<file path="config.mk">
export PLATFORM = sky130hd
export DESIGN_NAME = muxn_rr_flat
export DESIGN_NICKNAME = d
export VERILOG_FILES = /design/src/rtl/muxn_rr_if.sv /design/src/rtl/muxn_rr.sv /design/src/flat_wrapper.sv
export SDC_FILE = /design/constraint.sdc
export NUM_CORES = 1
export LEC_CHECK = 0
export CORE_UTILIZATION = 33
export CTS_CLUSTER_SIZE = 14
export DETAILED_ROUTE_END_ITERATION = 7
export PLACE_DENSITY = 0.76
export SYNTH_ARGS = -nofsm -noshare
export SYNTH_HDL_FRONTEND = slang
export SYNTH_SLANG_ARGS = --single-unit
</file>
<file path="constraint.sdc">
create_clock -name clk -period 2 [get_ports clk]
set_input_delay 0.3 -clock clk [delete_from_list [all_inputs] [get_ports clk]]
set_output_delay 0.3 -clock clk [all_outputs]
set_load 0.01 [all_outputs]
</file>
<file path="src/rtl/muxn_rr_if.sv">
// Handshake bundle between N producers, the muxn_rr arbiter and one shared consumer.
// The master side is the producers plus the consumer; the slave side is the mux itself.
interface muxn_rr_if #(
  parameter int Size = 8,
  parameter int N    = 4
);
  localparam int SW = $clog2(N);

  logic                mode;
  logic [SW-1:0]       sel;
  logic [N-1:0]        in_valid;
  logic [N*Size-1:0]   in_data;
  logic [N-1:0]        in_ready;
  logic                out_valid;
  logic [Size-1:0]     out_data;
  logic [SW-1:0]       out_ch;
  logic                out_ready;

  modport master (
    output mode, sel, in_valid, in_data, out_ready,
    input  in_ready, out_valid, out_data, out_ch
  );

  modport slave (
    input  mode, sel, in_valid, in_data, out_ready,
    output in_ready, out_valid, out_data, out_ch
  );
endinterface

</file>
<file path="src/rtl/muxn_rr.sv">
// N-channel registered multiplexer with a one-entry output stage and back-pressure.
// Channels are chosen either by an explicit select or by round-robin arbitration.
module muxn_rr #(
  parameter int Size = 8,
  parameter int N    = 4
) (
  input  logic        clk,
  input  logic        rst_n,
  muxn_rr_if.slave    bus
);
  localparam int SW = $clog2(N);

  logic            valid_q;
  logic [Size-1:0] data_q;
  logic [SW-1:0]   ch_q;
  logic [SW-1:0]   ptr;

  logic            accept;
  logic            load;
  logic            gnt_any;
  logic [SW-1:0]   g;
  logic [SW-1:0]   cand;
  logic [Size-1:0] sel_data;

  assign accept = !valid_q || bus.out_ready;
  assign load   = accept && gnt_any;

  // Round-robin scans from the farthest candidate back to ptr+1, so the nearest valid one wins.
  always_comb begin
    g       = '0;
    gnt_any = 1'b0;
    cand    = '0;
    if (!bus.mode) begin
      g = bus.sel;
      for (int i = 0; i < N; i++) begin
        if (bus.sel == SW'(i)) begin
          gnt_any = bus.in_valid[i];
        end
      end
    end else begin
      for (int k = N; k >= 1; k--) begin
        cand = SW'((int'(ptr) + k) % N);
        if (bus.in_valid[cand]) begin
          g       = cand;
          gnt_any = 1'b1;
        end
      end
    end
  end

  always_comb begin
    sel_data    = '0;
    bus.in_ready = '0;
    for (int i = 0; i < N; i++) begin
      if (g == SW'(i)) begin
        sel_data        = bus.in_data[i*Size +: Size];
        bus.in_ready[i] = rst_n && load;
      end
    end
  end

  always_ff @(posedge clk or negedge rst_n) begin
    if (!rst_n) begin
      valid_q <= 1'b0;
      data_q  <= '0;
      ch_q    <= '0;
      ptr     <= SW'(N - 1);
    end else begin
      if (load) begin
        valid_q <= 1'b1;
        data_q  <= sel_data;
        ch_q    <= g;
        if (bus.mode) begin
          ptr <= g;
        end
      end else if (valid_q && bus.out_ready) begin
        valid_q <= 1'b0;
      end
    end
  end

  assign bus.out_valid = valid_q;
  assign bus.out_data  = data_q;
  assign bus.out_ch    = ch_q;
endmodule

</file>
<file path="src/flat_wrapper.sv">
// flat-port wrapper written by rule: the top's interface ports become plain ports
module muxn_rr_flat 
#(
  parameter int Size = 8,
  parameter int N    = 4
)
  (clk, rst_n, bus_mode, bus_sel, bus_in_valid, bus_in_data, bus_out_ready, bus_in_ready, bus_out_valid, bus_out_data, bus_out_ch);
  muxn_rr_if #(.Size(Size), .N(N)) bus_i ();
  input  logic clk;
  input  logic rst_n;
  input wire logic [$bits(bus_i.mode)-1:0] bus_mode;
  input wire logic [$bits(bus_i.sel)-1:0] bus_sel;
  input wire logic [$bits(bus_i.in_valid)-1:0] bus_in_valid;
  input wire logic [$bits(bus_i.in_data)-1:0] bus_in_data;
  input wire logic [$bits(bus_i.out_ready)-1:0] bus_out_ready;
  output wire logic [$bits(bus_i.in_ready)-1:0] bus_in_ready;
  output wire logic [$bits(bus_i.out_valid)-1:0] bus_out_valid;
  output wire logic [$bits(bus_i.out_data)-1:0] bus_out_data;
  output wire logic [$bits(bus_i.out_ch)-1:0] bus_out_ch;
  assign bus_i.mode = bus_mode;
  assign bus_i.sel = bus_sel;
  assign bus_i.in_valid = bus_in_valid;
  assign bus_i.in_data = bus_in_data;
  assign bus_i.out_ready = bus_out_ready;
  assign bus_in_ready = bus_i.in_ready;
  assign bus_out_valid = bus_i.out_valid;
  assign bus_out_data = bus_i.out_data;
  assign bus_out_ch = bus_i.out_ch;
  muxn_rr #(.Size(Size), .N(N)) u_core (.clk(clk), .rst_n(rst_n), .bus(bus_i));
endmodule
</file>
==> results by group <==
Logic synthesis
  • Top cell type by total area after synthesis: sky130_fd_sc_hd__dfrtp_1
  • Number of distinct standard cells referenced by the synthesized netlist: 27
  • Number of instances in the synthesized netlist: slightly above 90
  • Most frequently used flop master after synthesis: sky130_fd_sc_hd__dfrtp_1
  • Dominant cells by area after synthesis: sky130_fd_sc_hd__dfrtp_1 31%, sky130_fd_sc_hd__mux2i_1 20%, sky130_fd_sc_hd__o221ai_1 7.8%
  • EDFF count, synth: 0
  • Average instance area after synthesis: a little under 10 um2
  • Number of warning messages in the yosys log: 0
  • Synthesized cell area: approximately 900 um2
  • Number of register bits inferred by synthesis: 13
  • Sequential fraction of the synthesis area: 0.3669
  • Post-synth net total: 133
  • Most frequent cells after synthesis: 18 x sky130_fd_sc_hd__mux2i_1, 15 x sky130_fd_sc_hd__nand2_1, 11 x sky130_fd_sc_hd__dfrtp_1, 8 x sky130_fd_sc_hd__o221ai_1, 5 x sky130_fd_sc_hd__nor3_1
  • Cell with the most instances after synthesis: sky130_fd_sc_hd__mux2i_1
  • Share of the synthesized area in the top cell type: 0.3081
  • Proportion of register bits with asynchronous set or reset after synthesis: 1.000

GRT
  • Wire length of the first global-routing pass: ~4600 um
  • Number of global-route vias before repair: about 1.1k
  • Initial antenna violation count: 0
  • Largest net degree at the start of global routing: 17
  • Total congestion overflow: 0
  • All-Layer GR Usage: 0.2234

Drt
  • Total via count in the routed design: 1,086
  • Total DRC errors in the routed layout: 0
  • DRT Pass-1 Iters: 4
  • Violation count after the first detailed-routing iteration: 22
  • ANT nets after route: 0
  • Drt total wl: 3385 um
  • Average wire per cell in the routed design: ~16 um
  • Via density per instance: 5.272

Timing
  • Worst-Margin Slew: between 0.3 and 0.4 ns
  • RSZ-0062 raised after global routing: true
  • Clock Skew: ~0.0035 ns
  • Top achievable clock speed: approximately 460 MHz
  • Min Hold Slack: 0.3887 ns
  • Count of endpoints failing hold in the final timing report: 0
  • Number of slew-limit violations in the final report: 0
  • Final Critical Period: about 2.2 ns
  • Relative max-transition margin: 0.7379
  • Share of the clock period used by the worst path after layout: 1.081
  • Final setup violating endpoints: 11
  • Worst setup margin: -0.1613 ns

Final layout
  • Share of the core filled with cells in the final layout: 0.7138
  • Antenna diode count: 0
  • Area Overhead vs Synth: 101.5%
  • Share of final-layout standard cells stronger than drive strength 1: 0.3864
  • Number of non-filler instances in the completed layout: between 200 and 250
  • Net count of the finished layout: between 200 and 250

Power
  • PwrDens: 844.1 nW/um2
  • Max rail drop VDD: between 0.7 and 0.8 mV
  • Leak Pwr: slightly above 0.8 nW
  • Overall power after layout: 1.520 mW

Hold path
  • Type of the worst min-delay path: input pin to async pin

CTS
  • Number of levels the H-tree was split into: 1
  • Clock Latency Late Sink: around 0.29 ns
  • Cell at the root of the clock tree: sky130_fd_sc_hd__clkbuf_4
  • TritonCTS clock tree: done
  • Number of hold buffers added after CTS: 0
  • Clock input transition at the sequential cells of the worst setup and hold paths: 0.07 ns
  • Clock Path Buffers: 2
  • Num Clock Sinks: 13
  • TritonCTS buffer count: 3

Die
  • Count of standard-cell rows: 18
  • Width of the die: around 54 um
  • Die ar.: 2919 um2
  • Number of primary I/O pins: 57
  • Placeable core area: about 2500 um2
  • Effective utilization at floorplan: 0.3542
  • Die Y-Extent: 54.03 um

Run status
  • Failing checks: setup timing
  • Run status: complete, but fails checks

Place
  • Port Buf Inserts: 56
  • HPWL after detailed placement: 2260 um
  • Post-placement worst setup slack: -0.8161 ns
  • DP Cell Count: ~190
  • Last weighted congestion value of the routability-driven placer: 0.7691

Setup path
  • Endpoint kind of the worst setup timing path: output pin
  • Worst setup path class: flip-flop to output pin
  • Category of the worst setup path launch point: flip-flop
  • Data arrival time of the worst path: approximately 1.9 ns
  • Maximum net fanout on the critical path: 4
  • Worst Path Required: between 1.5 and 2 ns

Run
  • Reported max-cap violation count: 0
==> flip-flops by register name, indices dropped and copies added (netlist names) <==
register,count
u_core.bus.out_valid,1
u_core.bus.out_data,8
u_core.bus.out_ch,2
u_core.ptr,2
==> cell type report <==
class | instances | area, um2
multi-input combinational | 71 | 624.3
timing repair buffer | 85 | 773.2
sequential | 13 | 327.8
fill | 181 | 721.9
inverter | 3 | 11.26
clock buffer | 4 | 26.28
tap | 30 | 37.54
==> report_power, final <==
group	total [mW]	internal [mW]	switching, mW
Clock	0.165	0.0778	0.0868
Combinational	0.922	0.529	0.393
Sequential	0.433	0.368	0.0651
==> kinds of logic after synthesis <==
kind of cell / after synthesis / synth area share
simple gates: 32 / 0.1667
mux: 21 / 0.2521
compound gates: 18 / 0.1555
flops: 13 / 0.3669
buf+inv: 7 / 0.05882
==> layout by cell type (no fill, tap or decap), drive strengths merged, types with 2 or more instances in the layout <==
cell type,Yosys,routed
a211oi,3,3
nand2,17,17
clkdlybuf4s50,0,45
mux2,2,2
a31oi,2,2
dfstp,2,2
mux2i,18,18
buf,4,35
dfrtp,11,11
o21ai,4,4
nor3,5,5
inv,3,3
clkbuf,0,7
nor2b,2,2
o221ai,8,8
nand2b,2,2
nor2,3,3
==> per-layer routing <==
| layer | wire (um) | global-route usage | vias up | part of all wire |
|---|---|---|---|---|
| met3 | 148 | 0.05650 | 7 | 0.044 |
| met4 | 63 | 0.08547 | 0 | 0.019 |
| li1 | - | - | 511 | - |
| met1 | 1332 | 0.2470 | 532 | 0.39 |
| met5 | 0 | 0 | - | 0 |
| met2 | 1841 | 0.4053 | 36 | 0.54 |
==> per-stage QoR <==
stage | setup TNS (ns) | cell area, um2
finish | -0.6461 | 1800
floorplan | 0 | 893.4
CTS | -0.2234 | 1745
global route | -1.241 | 1800
detailed placement | -6.726 | 1567
global placement | -5.340 | 1567
==> timing repair <==
item                                   CTS  global route
pin swaps                               12             1
cloned                                   0             1
setup buffers                           13             2
setup endpoints to repair               13            15
endpoints found under the hold margin    0             0
resized for setup                       49            14
==> final timing paths <==
path	from	to	slack [ns]	cells past startpoint
worst max-delay path	u_core.ptr[1]$_DFFE_PN1P_	bus_in_ready[0]	-0.16	6
worst min-delay path	rst_n	u_core.bus.out_valid$_DFFE_PN0P_	0.39	2
worst max register to register	u_core.ptr[1]$_DFFE_PN1P_	u_core.bus.out_data[7]$_DFFE_PN0N_	0.04	7
worst min register to register	u_core.bus.out_ch[1]$_DFFE_PN0N_	u_core.bus.out_ch[1]$_DFFE_PN0N_	0.50	2
max in group asynchronous	rst_n	u_core.ptr[1]$_DFFE_PN1P_	1.37	2
min in group clk	u_core.bus.out_ch[1]$_DFFE_PN0N_	u_core.bus.out_ch[1]$_DFFE_PN0N_	0.50	2
==> critical path, cell delays in order, from the launching register on <==
cell and delay [ns]:
sky130_fd_sc_hd__dfstp_2 0.58, sky130_fd_sc_hd__a211oi_2 0.09, sky130_fd_sc_hd__o21ai_2 0.25, sky130_fd_sc_hd__a31oi_4 0.15, sky130_fd_sc_hd__buf_4 0.18, sky130_fd_sc_hd__nor3_2 0.17, sky130_fd_sc_hd__buf_2 0.15
No activity file was read; power rests on OpenSTA's default activity.
==> variant (same flow settings) <==
Make the reset (`rst_n`) synchronous in one clocked block.
--- a/src/rtl/muxn_rr.sv
+++ b/src/rtl/muxn_rr.sv
@@ -59,7 +59,7 @@
     end
   end
 
-  always_ff @(posedge clk or negedge rst_n) begin
+  always_ff @(posedge clk) begin
     if (!rst_n) begin
       valid_q <= 1'b0;
       data_q  <= '0;
Check against the original RTL: differs if rst_n is asserted again (counterexample within 4 cycles, from zero or initial values and one cycle with rst_n low); with rst_n held inactive, the same outputs for 4 cycles.
==> variant against the unedited design <==
- routed wire length is 16% higher
- register-to-register slack improved by 120 ps
- cell area up 15%
- setup slack improved by 180 ps
- synthesized cell count up 51%
- combinational power shrank 44%
- sequential cell count unchanged
- total power decreased by 29%
- synthesized area is 39% higher
- critical path type unchanged
- critical endpoint is now bus_in_ready[1]
- largest power group unchanged
==> variant: results (changes against the unedited design) <==
status finished clean; gr usage total 0.205 (-0.0185); peak supply drop 0.000389 V (-51%); Area contributors post-synth dfxtp_1 (21%), mux2i_1 (17%), a221oi_2 (4.8%); Clock Skews 1.18 ps (-2.37 ps); Setup Buffers After CTS 1 (-12); largest net degree at the start of global routing 13 (-4); Tightest Hold Check Type reg -> reg; worst hold slack 469 ps (+80.5 ps); first-pass GRT wire length 6510 um (+41%); top cells by count, synth mux2i_1 (21), dfxtp_1 (13), nand2_1 (10), nand3_1 (10), nor2_1 (6); Synth async-reset ratio 0 (-1.00); Pleak 0.891 nW (+9.5%); slowest CP cell dfxtp_4; Skew-Pair Late Insertion Delay 250 ps (-40 ps); final cell count without fillers 260 (+26%); distinct cell type count after synthesis 44 (+63%); Resize count post-CTS 46 (-6.1%); RR Endpoint u_core.bus.out_data[6]$_SDFFE_PN0N_; pre-CTS setup slack -785 ps (+31.1 ps); Starting DRT DRC Count 56 (+150%); period utilization 0.991 (-0.0897); via count of the first global-routing pass 1,431 (+35%); RR Startpoint u_core.ptr[0]$_SDFFE_PN1P_; sequential-to-total area share from yosys stat 0.210 (-0.157); Mapped Avg Cell Area 9.06 um^2 (-7.7%); syn_nets 179 (+35%); slowest cell delay on critical path 360 ps (-220 ps); global placement routability congestion 0.793 (+3.1%); Synth Flop Type dfxtp_1; per-cell routed wire length 15.1 um (-8.2%); dpl hpwl 3150 um (+39%); setup slack, reg-to-reg 160 ps (+120 ps); Clock Tree Root clkbuf_8; CP Data Arrival Time 1680 ps (-180 ps)
-- variant: kinds of logic after synthesis --
| kind of cell | synth area share |
|---|---|
| AND/OR/NAND/NOR | 0.197 |
| AO/OA/AOI/OAI | 0.290 |
| multiplexers | 0.224 |
| buffers and inverters | 0.0796 |
| flip-flops | 0.210 |
-- variant: power by group --
group	leakage (nW)	total (mW)	switching [mW]	internal, mW
sequential	0.107	0.311	0.0209	0.291
clock	0.0228	0.247	0.105	0.141
combinational	0.761	0.514	0.220	0.295
-- variant: per-layer routing --
metal	vias up	track usage	part of all wire
met1	654	0.223	0.39
met2	47	0.376	0.53
li1	681	-	-
met4	0	0.0881	0.033
met3	13	0.0435	0.045
met5	-	0	0
-- variant: final cells by class --
| type | instances | area (um^2) |
|---|---|---|
| multi-input combinational | 108 | 932 |
| inverter | 3 | 11.3 |
| tap | 46 | 57.6 |
| timing repair buffer | 86 | 762 |
| fill | 311 | 1400 |
| sequential | 13 | 265 |
| clock buffer | 4 | 45.0 |
-- variant: worst max-delay path by stage --
stage,start,to,depth (start not counted)
2_1_floorplan,bus_sel[0],bus_in_ready[0],7
3_3_place_gp,bus_sel[0],bus_in_ready[1],7
3_5_place_dp,bus_sel[0],bus_in_ready[1],7
4_1_cts,bus_sel[0],bus_in_ready[1],7
5_1_grt,u_core.ptr[1]$_SDFFE_PN1P_,bus_in_ready[1],6
6_report,u_core.ptr[1]$_SDFFE_PN1P_,bus_in_ready[1],6
-- variant: critical path, delay by kind of cell (launching register included) --
| family | cells | cell delay, ps |
|---|---|---|
| and+or+nand+nor | 2 | 350 |
| muxes | 1 | 140 |
| AOI/OAI and AO/OA | 1 | 350 |
| DFF | 1 | 360 |
| buffers and inverters | 2 | 220 |
